File: src/rtl/spi_pkt_mem_writer.sv
// Packet writer: buffers the data words of one write packet and stores them to
// memory over a request/grant/rvalid port, one outstanding write at a time.
//
// state | meaning
// IDLE  | waiting for a packet header
// FILL  | packet open, FIFO empty, waiting for a data word
// REQ   | write request on the bus, waiting for grant
// RSP   | write granted, waiting for its response
// DONE  | one-cycle completion pulse, then back to IDLE
module spi_pkt_mem_writer #(
  parameter int WIDTH      = 32,
  parameter int FIFO_DEPTH = 4
) (
  input  logic             clk_sys,
  input  logic             rst_sys_n,
  input  logic             hdr_valid,
  input  logic [WIDTH-1:0] hdr_addr,
  input  logic [WIDTH-1:0] hdr_size,
  input  logic             word_valid,
  input  logic [WIDTH-1:0] word_data,
  output logic             word_ready,
  output logic             busy,
  output logic             mem_req_o,
  input  logic             mem_gnt_i,
  input  logic             mem_rvalid_i,
  input  logic             mem_err_i,
  output logic             mem_we_o,
  output logic [3:0]       mem_be_o,
  output logic [WIDTH-1:0] mem_addr_o,
  output logic [WIDTH-1:0] mem_wdata_o,
  output logic             pack_done,
  output logic             pack_err
);

  localparam int AW = $clog2(FIFO_DEPTH);

  typedef enum logic [2:0] {
    S_IDLE,
    S_FILL,
    S_REQ,
    S_RSP,
    S_DONE
  } state_t;

  state_t           state_q, state_d;
  logic [WIDTH-1:0] addr_q, addr_d;
  logic [WIDTH-1:0] size_q, size_d;
  logic [WIDTH-1:0] in_cnt_q, in_cnt_d;
  logic [WIDTH-1:0] out_cnt_q, out_cnt_d;
  logic             err_q, err_d;
  logic             req_q, req_d;
  logic [WIDTH-1:0] maddr_q, maddr_d;
  logic [WIDTH-1:0] wdata_q, wdata_d;
  logic [AW:0]      wr_ptr_q, wr_ptr_d;
  logic [AW:0]      rd_ptr_q, rd_ptr_d;
  logic [WIDTH-1:0] fifo_mem [FIFO_DEPTH];

  logic             fifo_full, fifo_empty;
  logic             accepting, in_room;
  logic             push, pop, overflow;
  logic [WIDTH-1:0] fifo_head;

  assign fifo_empty = (wr_ptr_q == rd_ptr_q);
  assign fifo_full  = (wr_ptr_q[AW] != rd_ptr_q[AW]) &&
                      (wr_ptr_q[AW-1:0] == rd_ptr_q[AW-1:0]);
  assign fifo_head  = fifo_mem[rd_ptr_q[AW-1:0]];

  assign accepting  = (state_q == S_FILL) || (state_q == S_REQ) || (state_q == S_RSP);
  assign in_room    = (in_cnt_q != size_q);
  assign word_ready = accepting && !fifo_full && in_room;
  assign push       = word_valid && word_ready;
  assign overflow   = word_valid && accepting && fifo_full && in_room;
  assign pop        = (state_q == S_REQ) && mem_gnt_i;

  always_comb begin
    state_d   = state_q;
    addr_d    = addr_q;
    size_d    = size_q;
    in_cnt_d  = in_cnt_q + {{(WIDTH-1){1'b0}}, push};
    out_cnt_d = out_cnt_q;
    err_d     = err_q | overflow;
    req_d     = req_q;
    maddr_d   = maddr_q;
    wdata_d   = wdata_q;
    wr_ptr_d  = wr_ptr_q + {{AW{1'b0}}, push};
    rd_ptr_d  = rd_ptr_q + {{AW{1'b0}}, pop};

    unique case (state_q)
      S_IDLE: begin
        if (hdr_valid) begin
          addr_d    = hdr_addr & ~WIDTH'(3);
          size_d    = hdr_size;
          in_cnt_d  = '0;
          out_cnt_d = '0;
          err_d     = 1'b0;
          rd_ptr_d  = wr_ptr_q;
          state_d   = (hdr_size == '0) ? S_DONE : S_FILL;
        end
      end
      S_FILL: begin
        if (!fifo_empty) begin
          req_d   = 1'b1;
          maddr_d = addr_q;
          wdata_d = fifo_head;
          state_d = S_REQ;
        end
      end
      S_REQ: begin
        if (mem_gnt_i) begin
          req_d   = 1'b0;
          addr_d  = addr_q + WIDTH'(4);
          state_d = S_RSP;
        end
      end
      S_RSP: begin
        if (mem_rvalid_i) begin
          if (mem_err_i) err_d = 1'b1;
          out_cnt_d = out_cnt_q + WIDTH'(1);
          if (out_cnt_q + WIDTH'(1) == size_q) begin
            state_d = S_DONE;
          end else if (!fifo_empty) begin
            // head was already popped at grant, so this is the next word
            req_d   = 1'b1;
            maddr_d = addr_q;
            wdata_d = fifo_head;
            state_d = S_REQ;
          end else begin
            state_d = S_FILL;
          end
        end
      end
      S_DONE: state_d = S_IDLE;
      default: state_d = S_IDLE;
    endcase
  end

  always_ff @(posedge clk_sys or negedge rst_sys_n) begin
    if (!rst_sys_n) begin
      state_q   <= S_IDLE;
      addr_q    <= '0;
      size_q    <= '0;
      in_cnt_q  <= '0;
      out_cnt_q <= '0;
      err_q     <= 1'b0;
      req_q     <= 1'b0;
      maddr_q   <= '0;
      wdata_q   <= '0;
      wr_ptr_q  <= '0;
      rd_ptr_q  <= '0;
    end else begin
      state_q   <= state_d;
      addr_q    <= addr_d;
      size_q    <= size_d;
      in_cnt_q  <= in_cnt_d;
      out_cnt_q <= out_cnt_d;
      err_q     <= err_d;
      req_q     <= req_d;
      maddr_q   <= maddr_d;
      wdata_q   <= wdata_d;
      wr_ptr_q  <= wr_ptr_d;
      rd_ptr_q  <= rd_ptr_d;
    end
  end

  // storage needs no reset; emptiness is carried by the pointers
  always_ff @(posedge clk_sys) begin
    if (push) fifo_mem[wr_ptr_q[AW-1:0]] <= word_data;
  end

  assign mem_req_o   = req_q;
  assign mem_we_o    = req_q;
  assign mem_be_o    = {4{req_q}};
  assign mem_addr_o  = maddr_q;
  assign mem_wdata_o = wdata_q;
  assign busy        = (state_q != S_IDLE);
  assign pack_done   = (state_q == S_DONE);
  assign pack_err    = (state_q == S_DONE) && err_q;

endmodule

File: config.mk
export PLATFORM = sky130hd
export DESIGN_NAME = spi_pkt_mem_writer
export DESIGN_NICKNAME = d
export VERILOG_FILES = /design/src/rtl/spi_pkt_mem_writer.sv
export SDC_FILE = /design/constraint.sdc
export NUM_CORES = 1
export LEC_CHECK = 0
export CAP_MARGIN = 10
export CORE_UTILIZATION = 65
export DETAILED_ROUTE_END_ITERATION = 8
export DONT_BUFFER_PORTS = 1
export MAX_ROUTING_LAYER = met4
export PLACE_DENSITY_LB_ADDON = 0.15
export SYNTH_ARGS = -nofsm -noshare
export SYNTH_HDL_FRONTEND = slang
export SYNTH_SLANG_ARGS = --single-unit
File: constraint.sdc
create_clock -name clk_sys -period 10.29 [get_ports clk_sys]
set_input_delay 2.058 -clock clk_sys [delete_from_list [all_inputs] [get_ports clk_sys]]
set_output_delay 2.058 -clock clk_sys [all_outputs]
set_load 0.02 [all_outputs]
======== Word level (Yosys, flattened, before mapping) ========
Memory sizes are Yosys's and may differ from the RTL's.
Cells that the tools add are included.
word-level totals
  register bits ........................... 203
  RAM bits ................................ 128
  output and inout port bits .............. 74
  word-level logic and storage cells ...... 94
  memories kept ........................... 1
cells by class
  add/subtract/negate cells ............... 5
  equal/unequal tests ..................... 14
  mux-type cells .......................... 37
  bitwise gates (word level) .............. 1
  reduce and logical (&&, ||, !) cells .... 25
memory list
  memory    depth  bits a word  rd ports  clocked after Yosys merged registers in  write ports  RTL line  RTL
  fifo_mem  4      32           1         0                                        1            56        logic [WIDTH-1:0] fifo_mem [FIFO_DEPTH];
operators by type and width
  kind                     number
  $mux W32                 12
  $pmux W32 S2             4
  $add A32 B1 Y32          1
  $add A32 B1 Y32 const B  1
  $add A32 B3 Y32 const B  1
  $eq A32 B32 Y1           1
  $logic_not A32 Y1        1
  $ne A32 B32 Y1           1
  $mux W3                  8
  $pmux W3 S4              1
  $ne A2 B2 Y1 const B     5
  $logic_and A1 B1 Y1      9
  $mux W1                  9
  $reduce_and A3 Y1        3
  $reduce_and A4 Y1        2
  $add A3 B1 Y3            2
  $eq A3 B2 Y1 const B     2
  $reduce_bool A2 Y1       3
  $reduce_bool A3 Y1       2
  $eq A3 B1 Y1 const B     1
  $eq A3 B3 Y1             1
  $eq A3 B3 Y1 const B     1
  $logic_not A3 Y1         1
  $pmux W1 S3              1
  other kinds (8)          9

======== Logic depth before layout (Yosys ltp) ========
  word-level depth ........................ 10
  depth in mapped cells ................... 16

======== Worst setup path before layout ========
OpenSTA, ideal clock, no wires.
  path type ............................... input port to flip-flop
  start ................................... input word_valid
  end ..................................... memory fifo_mem[0][0], enable pin
  setup time .............................. 0.501 ns
  arrival ................................. 5.213 ns
  setup slack ............................. 4.576 ns
  stages on the path ...................... 2
  path buffers ............................ 0
  cell sequence ........................... nand2_1 > nor4_1
between the ends
  word-level cells in the longest chain between the ends .. 3
ends and longest elaborated chain
  element                        RTL line  RTL
  start: declaration             19        input logic word_valid,
  $logic_and A1 B1 Y1            71        assign push = word_valid && word_ready;
  $mux W1                        167       if (push) fifo_mem[wr_ptr_q[AW-1:0]] <= word_data;
  $mux W1 (implied by the code)  167
  end: declaration               56
No other way between the ends.

======== Final worst setup path ========
  start ................................... register out_cnt_q[0]
  end ..................................... register wdata_q[7], in the netlist mem_wdata_o[7]
between the ends
  word-level cells in the longest chain between the ends .. 4
ends and longest elaborated chain
  element                             RTL line  RTL
  start: declaration                  49        logic [WIDTH-1:0] out_cnt_q, out_cnt_d;
  start signal: assignment            155       out_cnt_q <= out_cnt_d;
  $add A32 B1 Y32                     119       if (out_cnt_q + WIDTH'(1) == size_q) begin
  $eq A32 B32 Y1                      119
  $ne A2 B2 Y1 (no source line)       n/a
  $reduce_and A3 Y1 (no source line)  n/a
  end signal: assignment              159       wdata_q <= wdata_d;
  end: declaration                    53        logic [WIDTH-1:0] wdata_q, wdata_d;
No other way between the ends.
A chain may end at the register's enable or synchronous reset.

==> flow_summary_export.csv <==
group,metric,value,unit
run_status,status,"finished clean",
floorplan,die_width,157,µm
worst_setup_path,cp-start-kind,"flip-flop",
detailed_routing,ant_nets,0,
detailed_routing,wl_met1,15.0,mm
logic_synthesis,synth-edff-count,128,
global_route,antenna_found_initial,0,
worst_setup_path,worstReg2RegStart,"out_cnt_q[0]",
logic_synthesis,synthDistinctLibCells,70,
floorplan,num_rows,56,
clocking,cts_tree,"yes",
layout,final_core_util,0.718,
timing,whs,514,ps
detailed_routing,drt_iter0_markers,974,
logic_synthesis,synth_ff_type,"dfrtp_1",
timing,slew_viol_final,0,
pwr,peakVddDrop,0.000269,V
layout,mostFrequentLayoutCells,"198 x dfrtp_1, 186 x nand2_1, 128 x edfxtp_1, 106 x nor2_1, 90 x o21ai_0",
worst_hold_path,worstHoldStart,"err_q",
floorplan,die-area,24700,µm²
detailed_routing,vias,10600,
layout,diodes,0,
global_route,grt_pass1_vias,10400,
layout,fin_nets,1457,
worst_setup_path,crit_start,"out_cnt_q[0]",
detailed_routing,dr.pass1.iters,5,
detailed_routing,totalWireLength,36.3,mm
pwr,power.density,289,nW/µm²
place,routabilityCongestion,0.966,
detailed_routing,drc,0,
timing,tns,0,ps
clocking,clockBufferDepth,3,
logic_synthesis,ys_ff_latch,327,
floorplan,core,23500,µm²
global_route,grt_max_degree,200,
timing,max_slew_margin,0.219,
logic_synthesis,netlist_area,15600,µm²
clocking,cts_buffers,35,
logic_synthesis,yosys_warnings,0,
clocking,cts_resized,0,
detailed_routing,wl_met2,17.3,mm
timing,post-route-period-util,0.461,
detailed_routing,met3_length,2.72,mm
worst_setup_path,cp_data_required_time,10690,ps
layout,mostFrequentLayoutCell,"dfrtp_1",
detailed_routing,top_layer_used,"met4",
place,hpwl,24.1,mm
clocking,h-tree-depth,2,
place,port_buffers,0,
layout,final_cell_count_no_fill,1691,
global_route,gr-usage-all-layers,0.314,
logic_synthesis,netlist.area_leader.share,0.318,
logic_synthesis,synth.area.top_cells,"dfrtp_1 32%, edfxtp_1 25%, mux4_2 4.6%, mux2_1 4.5%, nand2_1 4.5%",
clocking,clock_latency,520,ps
pwr,power_leakage,6.51,nW
worst_setup_path,endpoint_kind,"flip-flop",
job,max_cap_violations,0,
timing,fmaxAchievable,211,MHz
clocking,cts-root-buf,"clkbuf_16",
global_route,grt.overflow.total,0,
clocking,post-cts-setup-buffers,0,
timing,finalSetupViolCount,0,
timing,fin_skew,21.2,ps
timing,tightest_slew,1170,ps
worst_setup_path,crit_path_top_delay_cell,"nor4_1",
logic_synthesis,ys_seq_area_frac,0.564,
timing,rsz0062_at_grt,"false",
logic_synthesis,yosysTopAreaCell,"dfrtp_1",
timing,report.final.hold_viol_count,0,
layout,area_growth,8.09,%
worst_setup_path,cp_max_fo,62,
detailed_routing,wl_per_cell,21.5,µm
worst_setup_path,critPathKind,"reg -> reg",
floorplan,io_pins,177,
layout,num-fill-cells,1684,
global_route,grt_pass1_wl,57.1,mm
logic_synthesis,syn_inst,1377,
clocking,hold_buffers,0,
logic_synthesis,async_flop_share,0.609,
floorplan,initial_core_util,0.665,
worst_setup_path,cpPeakStageDelay,780,ps
clocking,cts_sinks,327,
clocking,path_clk_slew,60,ps
place,placed_cells,1628,
worst_setup_path,crit_arrival,5140,ps
timing,period_needed,4740,ps
detailed_routing,routed_via_density,6.30,
worst_hold_path,worst_hold_path_type,"reg -> reg",
floorplan,die_h,157,µm
layout,layout-drive-gt1-share,0.0918,
worst_setup_path,path_cells,"ha_1, nand4_2, nor4_1, mux2_2, or4_4, a2111oi_4, nand4_1, nand3b_1, buf_4, mux2_1",
logic_synthesis,syn_area_per_cell,11.4,µm²
## worst max-delay path, delay by kind of cell, from the launching register on
family | cells | cell delay, ps
AOI/OAI and AO/OA | 1 | 340
adders and majority gates | 1 | 360
buffers and inverters | 1 | 660
DFF | 1 | 430
muxes | 2 | 850
and+or+nand+nor | 5 | 1890
## state kept, by name (all words and copies together), names as in the netlist
name,flops
err_q,1
addr_q,30
size_q,32
fifo_mem,128
in_cnt_q,32
mem_req_o,1
mem_addr_o,30
out_cnt_q,32
wr_ptr_q,3
mem_wdata_o,32
state_q,3
rd_ptr_q,3
## kinds of logic (layout without fill, tap and decap cells)
logic type | after synthesis | count (layout) | share of synthesized area
compound gates | 233 | 233 | 0.0876
xor+xnor | 104 | 104 | 0.0592
fa+ha+maj | 8 | 8 | 0.00640
buf+inv | 95 | 89 | 0.0282
flops | 327 | 327 | 0.564
mux | 98 | 98 | 0.0934
other cells | 1 | 2 | 0.000240
simple gates | 511 | 511 | 0.161
## path summary, 6_finish.rpt
path                                   to  slack, ps  cells after the start
min in group asynchronous      size_q[13]       1240                      0
hold reg to reg                     err_q        510                      2
hold / removal                      err_q        510                      2
max in group asynchronous    in_cnt_q[14]       8670                      0
setup / recovery           mem_wdata_o[7]       5550                     10
setup reg to reg           mem_wdata_o[7]       5550                     10
## per-stage QoR
step                      total power [mW]  setup WS, ps  cell area [µm²]
after floorplan                       3.32          4580            15700
final                                 4.88          5550            16900
after global routing                  5.16          5300            16900
after global placement                3.60          5680            15800
after detailed placement              3.67          5640            15800
after CTS                             4.91          5610            16900
## cell usage after synthesis (8+ instances only)
master,number
and4_1,11
mux4_2,32
clkbuf_1,58
nor3_1,20
dfrtp_1,199
edfxtp_1,128
and2_1,8
mux2_1,63
o22ai_1,12
nand3_1,45
nand2_1,186
a21oi_1,77
nor4_1,22
inv_1,14
buf_2,8
o21ai_0,90
o31ai_1,9
or3_1,11
xnor2_1,71
buf_4,8
ha_1,8
nor2_1,108
nand4_1,38
xor2_1,32
and3_1,24
## power by group
part	total [mW]	switching, mW	internal, mW
sequential	2.27	0.512	1.76
clock	1.22	0.509	0.713
combinational	1.39	0.766	0.621
## routing by layer
layer  up-vias  track usage
met1      5257        0.407
met5         -            -
met2       369        0.486
li1       4939            -
met3        83       0.0686
met4         0        0.121
## layout make-up
cell class | instances | area [µm²] | area share
Timing Repair Buffer | 12 | 90.1 | 0.00533
Clock buffer | 47 | 961 | 0.0568
Tap cell | 319 | 399 | 0.0236
Clock inverter | 16 | 161 | 0.00954
Multi-Input combinational cell | 956 | 6430 | 0.380
Inverter | 14 | 52.6 | 0.00311
Sequential cell | 327 | 8820 | 0.522
Power figures use the tool's default switching activity.
